[src/rtl/int_square_unit.sv]
// Iterative shift-add integer squarer: res = in_num * in_num, BITS_PER_CYCLE
// multiplier bits per cycle, finishing as soon as the remaining multiplier is zero.
module int_square_unit #(
    parameter int SIZE           = 32,
    parameter int BITS_PER_CYCLE = 6
) (
    input  logic              clk,
    input  logic              rst,
    input  logic              start,
    input  logic [SIZE-1:0]   in_num,
    output logic              busy,
    output logic              done,
    output logic [2*SIZE-1:0] res
);

    localparam int CW = $clog2(SIZE + 1);

    typedef enum logic [1:0] {IDLE, CALC, DONE} state_t;

    state_t            state;
    logic [SIZE-1:0]   opnd;
    logic [SIZE-1:0]   mult;
    logic [SIZE-1:0]   mult_next;
    logic [2*SIZE-1:0] acc;
    logic [2*SIZE-1:0] acc_next;
    logic [CW-1:0]     chunk;

    // Partial product of one chunk: low BITS_PER_CYCLE bits of the already
    // shifted multiplier, weighted by the chunk's bit position.
    function automatic logic [2*SIZE-1:0] chunk_sum(
        input logic [SIZE-1:0] op,
        input logic [SIZE-1:0] m,
        input logic [CW-1:0]   c
    );
        logic [2*SIZE-1:0] ext;
        logic [2*SIZE-1:0] sum;
        int                base;
        ext  = {{SIZE{1'b0}}, op};
        sum  = '0;
        base = int'(c) * BITS_PER_CYCLE;
        for (int i = 0; i < BITS_PER_CYCLE; i++) begin
            if (m[i]) sum = sum + (ext << (base + i));
        end
        return sum;
    endfunction

    assign mult_next = mult >> BITS_PER_CYCLE;
    assign acc_next  = acc + chunk_sum(opnd, mult, chunk);

    always_ff @(posedge clk) begin
        if (!rst) begin
            state <= IDLE;
            opnd  <= '0;
            mult  <= '0;
            acc   <= '0;
            chunk <= '0;
            res   <= '0;
            busy  <= 1'b0;
            done  <= 1'b0;
        end else begin
            case (state)
                IDLE: begin
                    if (start) begin
                        opnd  <= in_num;
                        mult  <= in_num;
                        acc   <= '0;
                        chunk <= '0;
                        busy  <= 1'b1;
                        if (in_num == '0) begin
                            state <= DONE;
                            done  <= 1'b1;
                            res   <= '0;
                        end else begin
                            state <= CALC;
                        end
                    end
                end
                CALC: begin
                    acc   <= acc_next;
                    mult  <= mult_next;
                    chunk <= chunk + CW'(1);
                    if (mult_next == '0) begin
                        state <= DONE;
                        done  <= 1'b1;
                        res   <= acc_next;
                    end
                end
                DONE: begin
                    state <= IDLE;
                    done  <= 1'b0;
                    busy  <= 1'b0;
                end
                default: begin
                    state <= IDLE;
                    done  <= 1'b0;
                    busy  <= 1'b0;
                end
            endcase
        end
    end

endmodule

[config.mk]
export PLATFORM = sky130hd
export DESIGN_NAME = int_square_unit
export DESIGN_NICKNAME = d
export VERILOG_FILES = /design/src/rtl/int_square_unit.sv
export SDC_FILE = /design/constraint.sdc
export NUM_CORES = 2
export LEC_CHECK = 0
export CORE_MARGIN = 4
export CORE_UTILIZATION = 50
export CTS_CLUSTER_DIAMETER = 30
export CTS_CLUSTER_SIZE = 28
export DETAILED_ROUTE_END_ITERATION = 8
export PLACE_DENSITY = 0.79
export SYNTH_ARGS = -nofsm -noshare
export SYNTH_HDL_FRONTEND = slang
export SYNTH_SLANG_ARGS = --single-unit
[constraint.sdc]
create_clock -name clk -period 21.4 [get_ports clk]
set_input_delay 4.28 -clock clk [delete_from_list [all_inputs] [get_ports clk]]
set_output_delay 4.28 -clock clk [all_outputs]
set_load 0.01 [all_outputs]
Yosys cells after proc, flatten, opt, wreduce, memory -nomap -nowiden. Cells that the tools add are included.

Add/subtract/negate cells: 12. $mul: 1. Eq/ne operators: 4. Shift operators: 6. Multiplexer cells: 26. Bitwise operators: 1. Reductions and logical operators: 10.

Operators by type and width (number): 64-bit two-way mux (10); 64-bit adder (6); 32-bit by 10-bit left shift with 64-bit output (5); 64-bit case mux with 2 select lines (2); 32-bit zero test (2); 32-bit case mux with 2 select lines (1); 32-bit by 9-bit left shift with 64-bit output (1); 32-bit two-way mux (1); 9-bit by 2-bit adder with 10-bit output, second input constant (2); 9-bit by 3-bit adder with 10-bit output, second input constant (2); 6-bit case mux with 2 select lines (1); 9-bit by 1-bit adder with 10-bit output, second input constant (1); 6-bit by 2-bit multiplier with 8-bit output, second input constant (1); 2-bit AND reduction (4); 6-bit by 1-bit adder with 6-bit output, second input constant (1); 2-bit two-way mux (3); 6-bit two-way mux (1); 2-bit inequality test, second input constant (3); 1-bit two-way mux (4); 1-bit case mux with 2 select lines (2); 2-bit case mux with 2 select lines (1); 4-bit AND reduction (1); 3-bit AND reduction (1); 2-bit by 1-bit == test with 1-bit output, second input constant (1); other kinds (3) (3).

Register bits: 202. Bits of input ports: 35. Output and inout port bits: 66. Logic and storage cells: 68.

Depth between registers and ports, before layout.
Depth after elaboration: 16. Mapped depth: 90. Mapped depth without buffers: 89.

Worst setup path after synthesis. Ideal clock, no wire load.

Kind: register to register. Start: register chunk[0]. End: register res[63]. Setup time: 0.087 ns. Arrival: 16.755 ns. Data required time: 21.313 ns. Setup slack: 4.558 ns. Cell stages (with the launch flop): 90. Buffers on the path: 2. Period minus slack after synthesis: 16.842 ns. Path through: dfxtp_1 ha_1 inv_1 fa_1 nand2b_1 a21oi_1 and4bb_2 nand3_1 clkbuf_1 buf_1 nor3_1 ha_1 fa_1 a211oi_1 o21ba_2 o21ai_0 nand4_1 o21ai_0 [... 54 more ...] nor2b_1 nor2b_1 o21ai_0 nand2b_1 a21oi_1 xnor2_1 mux2_2 ha_1 nand2_1 o21ai_0 a211oi_1 o21ai_0 a21oi_1 xnor3_1 xnor2_1 xor3_1 nand2b_1 o31ai_1.

Cells in the longest elaborated chain, start to end: 16. Elaborated cells between the ends (all ways): 26. Classes of those cells: add/sub: 11; mul: 1; shift: 6; mux: 8.

RTL lines: start: declaration (line 26) `logic [CW-1:0] chunk;`; start signal: assignment (line 81) `chunk <= chunk + CW'(1);`; 6-bit by 2-bit multiplier with 8-bit output (*) (line 40) `base = int'(c) * BITS_PER_CYCLE;`; 9-bit by 1-bit adder with 10-bit output / 32-bit by 9-bit left shift with 64-bit output (equally long branches) (line 42) `if (m[i]) sum = sum + (ext << (base + i));`; 32-bit by 10-bit left shift with 64-bit output / 64-bit two-way mux (equally long branches) (line 42); 64-bit adder (line 42); 64-bit two-way mux (line 42); 64-bit adder (line 42); 64-bit two-way mux (line 42); 64-bit adder (line 42); 64-bit two-way mux (line 42); 64-bit adder (line 42); 64-bit two-way mux (line 42); 64-bit adder (line 42); 64-bit two-way mux (*) (line 42); 64-bit adder (*) (line 48) `assign acc_next = acc + chunk_sum(opnd, mult, chunk);`; 64-bit two-way mux (*) (line 82) `if (mult_next == '0) begin`; 64-bit case mux with 2 select lines (*) (line 61) `case (state)`; end signal: assignment (line 85) `res <= acc_next;`; end: declaration (line 13) `output logic [2*SIZE-1:0] res`.

Mark *: on every way between the ends. The rest lies on a longest branch, timed or not. The select of a mux whose other input is x is not followed. A chain may end at the register's enable or synchronous reset.

Final worst setup path. Ends and elaborated chain as after synthesis.

==> impl_metrics.csv <==
group,metric,value,unit
setup_path,arrival,20000,ps
logic_synthesis,synth_area_per_cell,6.87,um^2
setup_path,crit_type,"flop to flop",
floorplan,rows,99,
logic_synthesis,synth_top_area_share,13.0,%
sta,fmax,51.2,MHz
sta,fin_crit_sh,91.2,%
floorplan,core-area,0.0735,mm^2
logic_synthesis,synthesis.area,0.0374,mm^2
global_routing,grt_max_degree,112,
setup_path,cp_max_fo,37,
min_path,min_path_type,"flop to flop",
global_routing,antenna_found_initial,1,
cells_and_area,final_nets,5779,
sta,setup_viol,0,
drt,wirelength,148,mm
logic_synthesis,synthFlopType,"dfxtp_1",
global_routing,track_usage,35.7,%
clock_network,cts_setup_buffers,0,
setup_path,worst_setup_path_end_kind,"flop",
floorplan,initial_core_util,50.9,%
sta,fin_ws,1890,ps
sta,rsz0062_at_grt,"no",
min_path,holdPathStages,2,
clock_network,clock_latency,570,ps
power,power.total,2280,uW
clock_network,cts_max_level,1,
logic_synthesis,synth.most_common_cell,"a21oi_1",
floorplan,dieWidth,281,um
drt,dr.pass1.iters,9,
drt,wl_per_cell,23.3,um
setup_path,cp.required,21890,ps
sta,whs,460,ps
logic_synthesis,synth_edf_count,0,
placed_design,dp.cells,6276,
logic_synthesis,synth-seq-area-share,10.8,%
logic_synthesis,synth_cell_types,95,
logic_synthesis,netlist_top_cells_area,"ha_1 (13%), dfxtp_1 (11%), a21oi_1 (8.9%), nand2_1 (6.5%), nor2_1 (6.0%)",
sta,fin_crit,19510,ps
placed_design,gp_congestion,1.08,
clock_network,cts_tree,"yes",
sta,slew_headroom,15.9,%
setup_path,crit_slowest_cell,"dfxtp_4",
clock_network,clk_path_buf_depth,3,
setup_path,rr_startpoint,"chunk[0]",
setup_path,crit_top_cell,"a21o_1",
drt,drtIter0Drc,5125,
power,irDropWorstVdd,80.4,uV
logic_synthesis,yosys.area.top_type,"ha_1",
power,leakage,0.0187,uW
status,status,"complete, no violations",
logic_synthesis,async_reset_ff_share,0,%
setup_path,rr_endpoint,"res[63]",
logic_synthesis,yosys_warnings,0,
placed_design,hpwl,118,mm
logic_synthesis,synth_seq_cells,202,
sta,fin_worst_skew,24.2,ps
floorplan,die_h,281,um
clock_network,cts_root_buf,"clkbuf_16",
cells_and_area,area_growth,7.40,%
setup_path,cp-start-kind,"flop",
logic_synthesis,synth_nets,5866,
cells_and_area,instances_no_fill,6330,
floorplan,io-pin-count,101,
drt,viasPerCell,6.60,
clock_network,cts_hold_buffers,0,
global_routing,grt_pass1_vias,38638,
floorplan,die-area,0.0792,mm^2
clock_network,cts_made_buffers,29,
min_path,hold_path.startpoint,"acc[29]",
drt,final_antenna_net_count,0,
drt,vias,41795,
placed_design,dp_slack,2300,ps
cells_and_area,layout-drive-gt1-share,7.56,%
global_routing,grt_pass1_wl,224,mm
power,power_density,56.8,mW/mm^2
setup_path,r2r_cells,90,
sta,tightest_slew,1250,ps
sta,hold_violations,0,
cells_and_area,fill_cells,7194,
setup_path,cpPeakStageDelay,670,ps
sta,tns,0,ps
logic_synthesis,synthCells,5435,
sta,slew_viol_final,0,
placed_design,numPortBuffers,100,
clock_network,postCtsResizedCells,0,
clock_network,clk_pin_slew,60,ps
drt,drc,0,
clock_network,clock_sinks,202,
min_path,holdPathEnd,"acc[29]",
logic_synthesis,yosys-top-cells-count,"a21oi_1 (663), nand2_1 (642), nor2_1 (601), ha_1 (389), o21ai_0 (328)",
global_routing,grt_overflow_total,0,
flow_run,max-cap-violations,0,
setup_path,rrSetupSlack,1890,ps
## worst max path at each step
stage	start	to	depth (start not counted)
6_report	chunk[0]	res[63]	90
5_1_grt	chunk[0]	res[63]	90
4_1_cts	chunk[0]	res[63]	90
3_5_place_dp	chunk[0]	res[63]	90
3_3_place_gp	chunk[0]	res[63]	90
2_1_floorplan	chunk[0]	res[63]	89
## layout make-up
| cell class | instances | area [um^2] | area share, % |
|---|---|---|---|
| repair buffers | 164 | 1480 | 3.69 |
| well taps | 959 | 1200 | 2.99 |
| multi-input cells | 4784 | 31700 | 79.1 |
| inverters | 167 | 632 | 1.57 |
| flip-flops and latches | 202 | 4060 | 10.1 |
| clock buffers | 32 | 747 | 1.86 |
| diodes | 2 | 5.00 | 0.0125 |
| clock inverters | 20 | 275 | 0.686 |
## logic make-up after synthesis
logic type / after synthesis / synth area share (%)
simple gates: 1879 / 22.6
flops: 202 / 10.8
buf+inv: 449 / 4.56
compound gates: 1893 / 31.7
fa+ha+maj: 397 / 13.4
mux: 279 / 8.88
xor+xnor: 336 / 7.97
## power breakdown
| group | total [uW] | internal, uW | switching (uW) |
|---|---|---|---|
| registers | 437 | 401 | 35.3 |
| clock network | 505 | 308 | 196 |
| logic | 1340 | 467 | 869 |
## layout by cell type, fill, tap and decap left out, types with 44 or more instances in the layout
cell             instances
mux2i_1                 76
o22ai_1                 46
nand2b_1                65
a31oi_1                 88
dfxtp_1                196
nor3_1                  99
nand4_1                 56
ha_1                   387
a21oi_1                663
o21bai_1                60
xnor2_1                218
mux2_2                 179
and2_1                  44
clkdlybuf4s50_1        100
nor2_1                 600
inv_1                  163
o21a_1                  81
buf_4                   64
a21o_1                 253
nor2b_1                 62
nand3_1                137
a211oi_1                46
nand2_1                642
o21ai_0                328
xor2_1                 105
## through the flow
step           utilization [%]  instance area [um^2]
3_3_place_gp              53.2                 39100
4_1_cts                   54.6                 40100
6_report                  54.6                 40100
3_5_place_dp              53.2                 39100
5_1_grt                   54.6                 40100
2_1_floorplan                -                 37400
## state kept, by name (all words and copies together) (netlist names)
name	flops
acc	64
res	64
mult	32
opnd	32
chunk	6
state	2
busy	1
done	1
## metal layers
metal | vias up | share of wire, % | GRT usage [%]
met5 | - | 0.0095 | 0
met4 | 2 | 7.7 | 22.4
met3 | 483 | 9.0 | 5.42
met2 | 2066 | 43 | 56.1
met1 | 19576 | 41 | 46.0
li1 | 19668 | - | -
## critical path: cells and delay by family (launching register included)
family | cells | cell delay (ps)
flip-flops | 1 | 670
AO/OA/AOI/OAI | 53 | 10430
multiplexers | 4 | 1170
adder cells (fa/ha/maj) | 9 | 3140
AND/OR/NAND/NOR | 14 | 2510
buffers and inverters | 2 | 410
XOR/XNOR | 8 | 1100
Note: power is estimated with default switching activity, not from simulation.
